`config.mk`:
```
export PLATFORM = sky130hd
export DESIGN_NAME = up_counter_4bit_ld
export DESIGN_NICKNAME = d
export VERILOG_FILES = /design/src/rtl/up_counter_4bit_ld.sv
export SDC_FILE = /design/constraint.sdc
export NUM_CORES = 1
export LEC_CHECK = 0
export CORE_AREA = 2 2 39 41
export CTS_BUF_LIST = sky130_fd_sc_hd__clkbuf_8 sky130_fd_sc_hd__clkbuf_16
export DETAILED_ROUTE_END_ITERATION = 8
export DIE_AREA = 0 0 41 43
export GPL_ROUTABILITY_DRIVEN = 0
export GPL_TIMING_DRIVEN = 0
export PLACE_DENSITY_LB_ADDON = 0.1
export SETUP_SLACK_MARGIN = 0.1
export SYNTH_ARGS = -nofsm -noshare
export SYNTH_HDL_FRONTEND = slang
export SYNTH_SLANG_ARGS = --single-unit
```
`constraint.sdc`:
```
create_clock -name clk -period 2.6 [get_ports clk]
set_clock_uncertainty 0.15 [all_clocks]
set_input_delay 0.52 -clock clk [delete_from_list [all_inputs] [get_ports clk]]
set_output_delay 0.52 -clock clk [all_outputs]
set_load 0.01 [all_outputs]
```
`src/rtl/up_counter_4bit_ld.sv`:
```
// 4-bit synchronous up counter with parallel load, count enable and terminal-count flag.
// Latency: load and increment visible on pout one cycle after the sampling edge; co is a decode of pout.
// Backpressure: none; ld/cnt are sampled every edge, and cnt low holds the count indefinitely.
module up_counter_4bit_ld (
    input  logic       clk,
    input  logic       rst,
    input  logic       ld,
    input  logic       cnt,
    input  logic [3:0] pin,
    output logic [3:0] pout,
    output logic       co
);

    logic [3:0] pout_d;
    logic [3:0] pout_q;

    // Load wins over count; the 4-bit add wraps F -> 0 naturally.
    always_comb begin
        pout_d = pout_q;
        if (ld) begin
            pout_d = pin;
        end else if (cnt) begin
            pout_d = pout_q + 4'd1;
        end
    end

    always_ff @(posedge clk) begin
        if (rst) begin
            pout_q <= 4'h0;
        end else begin
            pout_q <= pout_d;
        end
    end

    assign pout = pout_q;
    assign co   = (pout_q == 4'hF);

endmodule

```
==> results_dict.tcl <==
set metrics [dict create \
    avgRoutedWirePerCell_um 9.00 \
    path_class "reg2out" \
    die_area_mm2 0.00176 \
    report.final.slew_viol_count 0 \
    p_total_uw 241 \
    fill_cells 153 \
    cts_root_buffer "clkbuf_8" \
    finalHoldWorstSlack_ns 0.450 \
    grt_start_max_net_pins 7 \
    critPathMaxStageDelay_ns 0.52 \
    antenna_found_initial 0 \
    synth.distinct_cells 14 \
    clk_latency_ns 0.21 \
    worstPathMaxFanout 4 \
    port_buffers 11 \
    clk_pin_slew_ns 0.03 \
    crit_path_end_kind "output port" \
    syn_inst 23 \
    vias_per_cell 3.91 \
    critPathArrivalTime_ns 1.46 \
    hold_path.class "reg2reg" \
    cts_buffer_depth 2 \
    grtUsageTotal 0.0813 \
    finalSetupViolCount 0 \
    required_ns 1.93 \
    clock.fmax_mhz 469 \
    antenna_left 0 \
    stdcell_count 53 \
    status "finished clean" \
    largest_reg_flops 4 \
    post_cts_resized 0 \
    initial_core_util 0.153 \
    tns_ns 0 \
    cts_setup_buffers 0 \
    drc 0 \
    vias 207 \
    hold_buffers 0 \
    synth_warnings 0 \
    nNetsFinal 48 \
    overflow 0 \
    hold_viol_final 0 \
    cts_tree "built" \
    die_h_um 43 \
    grt_pass1_vias 201 \
    coreArea_mm2 0.00138 \
    area_growth_pct 81.1 \
    dr.pass1.iters 2 \
    crit_path_start_kind "flop" \
    drt_iter0_markers 1 \
    dieWidth_um 41 \
    p_leak_nw 0.166 \
    period_share 0.820 \
    drt-total-wl_um 477 \
    htreeDepth 1 \
    tightest_slew_ns 0.179 \
    crit_path_top_delay_cell "clkdlybuf4s50_1" \
    pin_count 13 \
    rsz0062_at_grt "no" \
    synth-seq-cells 4 \
    hold_start "pout[3]" \
    period_needed_ns 2.13 \
    diodes 0 \
    synth_nets 32 \
    dp_cells 50 \
    ys_seq_area_frac 0.379 \
    power.density_mw_per_mm2 628 \
    path_cells "ha_1 > and3_1 > clkdlybuf4s50_1" \
    slew_headroom 0.880 \
    cts_buffers 3 \
    synth.avg_cell_area_um2 9.19 \
    drive_gt1_frac 0.108 \
    drv_cap 0 \
    critPathLaunch "pout[0]" \
    synth_area_um2 211 \
    ir_drop_mv 0.289 \
    r2r_start "pout[0]" \
    numClockSinks 4 \
    grt_pass1_wl_um 869 \
    num_rows 14 \
]
[power breakdown]
group / switching [mW] / internal [mW]
combinational: 0.0136 / 0.0254
sequential: 0.00512 / 0.0669
clock: 0.0310 / 0.0986
total: 0.0497 / 0.191
[worst max-delay path: cells and delay by family (launching register included)]
family,cells,cell delay (ns)
buf+inv,1,0.52
flops,1,0.39
fa+ha+maj,1,0.19
simple gates,1,0.15
[cell families after synthesis]
group                    share of synthesized area
buffers and inverters                       0.0592
flip-flops                                   0.379
multiplexers                                 0.148
XOR/XNOR                                     0.124
AO/OA/AOI/OAI                                0.118
adder cells (fa/ha/maj)                     0.0592
AND/OR/NAND/NOR                              0.112
[final cells by class]
| type | count | area, um^2 | area share |
|---|---|---|---|
| Multi-Input combinational cell | 16 | 119 | 0.310 |
| Timing Repair Buffer | 11 | 110 | 0.288 |
| Sequential cell | 4 | 80.1 | 0.209 |
| Clock buffer | 3 | 41.3 | 0.108 |
| Tap cell | 16 | 20.0 | 0.0523 |
| Inverter | 2 | 7.51 | 0.0196 |
| Buffer | 1 | 5.00 | 0.0131 |
[cell usage after synthesis]
| cell type | n | area share |
|---|---|---|
| dfxtp_1 | 4 | 0.38 |
| a21oi_1 | 2 | 0.047 |
| inv_1 | 2 | 0.036 |
| mux2i_1 | 2 | 0.095 |
| nor2_1 | 2 | 0.036 |
| o21a_1 | 2 | 0.071 |
| xnor2_1 | 2 | 0.083 |
| and3_1 | 1 | 0.030 |
| buf_2 | 1 | 0.024 |
| ha_1 | 1 | 0.059 |
| mux2_1 | 1 | 0.053 |
| nand2_1 | 1 | 0.018 |
| nand4_1 | 1 | 0.030 |
| xor2_1 | 1 | 0.041 |
[cell usage in the layout, fill, tap and decap left out, drive strengths merged]
cell	instances
xor2	1
dfxtp	4
buf	1
nand2	1
a21oi	2
nor2	2
clkdlybuf4s50	11
mux2i	2
nand4	1
mux2	1
and3	1
ha	1
clkbuf	3
o21a	2
inv	2
xnor2	2
[metal layers]
layer | track usage | routed length (um)
met1 | 0.0932 | 218
met2 | 0.0969 | 209
met3 | 0.0785 | 49
met4 | 0.0400 | 0
met5 | 0 | 0
[stage by stage]
stage	area, um^2	util	worst slack [ns]
floorplan	211	-	1.15
global placement	342	0.247	0.690
detailed placement	342	0.247	0.688
CTS	383	0.277	0.457
global route	383	0.277	0.365
finish	383	0.277	0.469
[worst paths after layout]
check | end | slack [ns] | cells past startpoint
hold reg to reg | pout[3] | 0.45 | 2
setup reg to reg | pout[1] | 1.24 | 4
setup / recovery | co | 0.47 | 3
hold / removal | pout[3] | 0.45 | 2
(Power assumes the default switching activity.)
==> RTL edit: new RTL, config.mk and constraints unchanged <==
Put a register stage on the output `co`, without a reset. The value now appears one clock later. The other outputs are not delayed to match. Comments in the files are not updated.
--- a/src/rtl/up_counter_4bit_ld.sv
+++ b/src/rtl/up_counter_4bit_ld.sv
@@ -34,5 +34,7 @@
 
     assign pout = pout_q;
-    assign co   = (pout_q == 4'hF);
+    always_ff @(posedge clk) begin
+        co <= (pout_q == 4'hF);
+    end
 
 endmodule
Check against the original RTL: not equivalent (Yosys sat finds a counterexample within 4 cycles, from zero or initial values and one cycle with rst high).
==> RTL edit against the unedited design <==
- sequential cell count grew 1
- combinational power barely moved
- global-route usage shrank 0.29 points
- first-iteration DRC count rose to 5.0 times the old value
- count of clock-buffer cells in the layout is the same
- setup slack better by 0.29 ns
- power increased by 10%
- critical path depth down 2
- wire length rose by 5.7%
- final area increased by 6.2%
- synthesized area is 9.5% higher
- critical endpoint is now pout[0]
- largest cell class unchanged
- largest power group unchanged
==> RTL edit: results (changes against the unedited design) <==
DP Worst Slack - 0.757 ns (+0.0688 ns)
sequential area share after synthesis - 43.2% (+5.4 points)
crit-path max cell delay - 0.56 ns (+0.04 ns)
GRT Total Usage - 7.84% (-0.29 points)
WL met2 - 232 um (+11%)
first-pass GRT wire length - 814 um (-6.3%)
post-synth net total - 33 (+3.1%)
Synth area leaders - dfxtp_1 43%, mux2i_1 8.6%, xnor2_1 7.6%
final worst path period need - 1.84 ns (-0.292 ns)
initial DRC count - 5 (+4)
Total Nets Final - 49 (+2.1%)
vias in the first global route - 191 (-5.0%)
Area Growth Syn to Fin - 75.7%
Post-Place Cell Area - 362 sq um (+5.9%)
WL met3 - 69 um (+41%)
Hold Slack - 0.375 ns (-0.0748 ns)
Port Buffers - 11 (unchanged)
met1 WL - 192 um (-12%)
Max-slew headroom - 87.5% (-0.51 points)
Filler Cells Inserted - 151 (-1.3%)
drt total wl - 504 um (+5.7%)
hold_sp - pout[2]
via count - 208 (+0.48%)
crit path DAT - 1.17 ns (-0.29 ns)
outcome - completed
RTL edit: cell type report:
| type | instances | area share (%) |
|---|---|---|
| timing repair buffer | 11 | 27.1 |
| clock buffer | 3 | 10.2 |
| tap | 16 | 4.92 |
| clock inverter | 1 | 0.923 |
| multi-input combinational | 16 | 29.2 |
| sequential | 5 | 24.6 |
| inverter | 2 | 1.85 |
| buffer | 1 | 1.23 |
RTL edit: worst paths after layout:
check             to  cells after the start
min reg2reg       co                      1
max reg2reg  pout[1]                      4
min               co                      1
max          pout[0]                      1
RTL edit: per-stage QoR:
stage	total power, mW	std cells
6_report	0.265	55
5_1_grt	0.282	55
4_1_cts	0.271	55
3_5_place_dp	0.128	51
3_3_place_gp	0.128	51
2_1_floorplan	0.105	24
RTL edit: logic make-up after synthesis:
| kind of cell | share of synthesized area [%] |
|---|---|
| AND/OR/NAND/NOR | 10.3 |
| flip-flops | 43.2 |
| multiplexers | 13.5 |
| AO/OA/AOI/OAI | 10.8 |
| buffers and inverters | 5.40 |
| adder cells (fa/ha/maj) | 5.40 |
| XOR/XNOR | 11.4 |
RTL edit: routing by layer:
layer / global-route usage [%] / up-vias
met3: 7.85 / 2
li1: - / 111
met4: 6.00 / 0
met5: 0 / -
met2: 9.38 / 12
met1: 7.74 / 83
RTL edit: power by group through the flow:
stage          clock [mW]  combinational, mW  sequential (mW)
3_3_place_gp            0             0.0390           0.0886
4_1_cts             0.144             0.0398           0.0877
6_report            0.138             0.0391           0.0875
3_5_place_dp            0             0.0396           0.0888
2_1_floorplan           0             0.0149           0.0902
5_1_grt             0.150             0.0432           0.0884
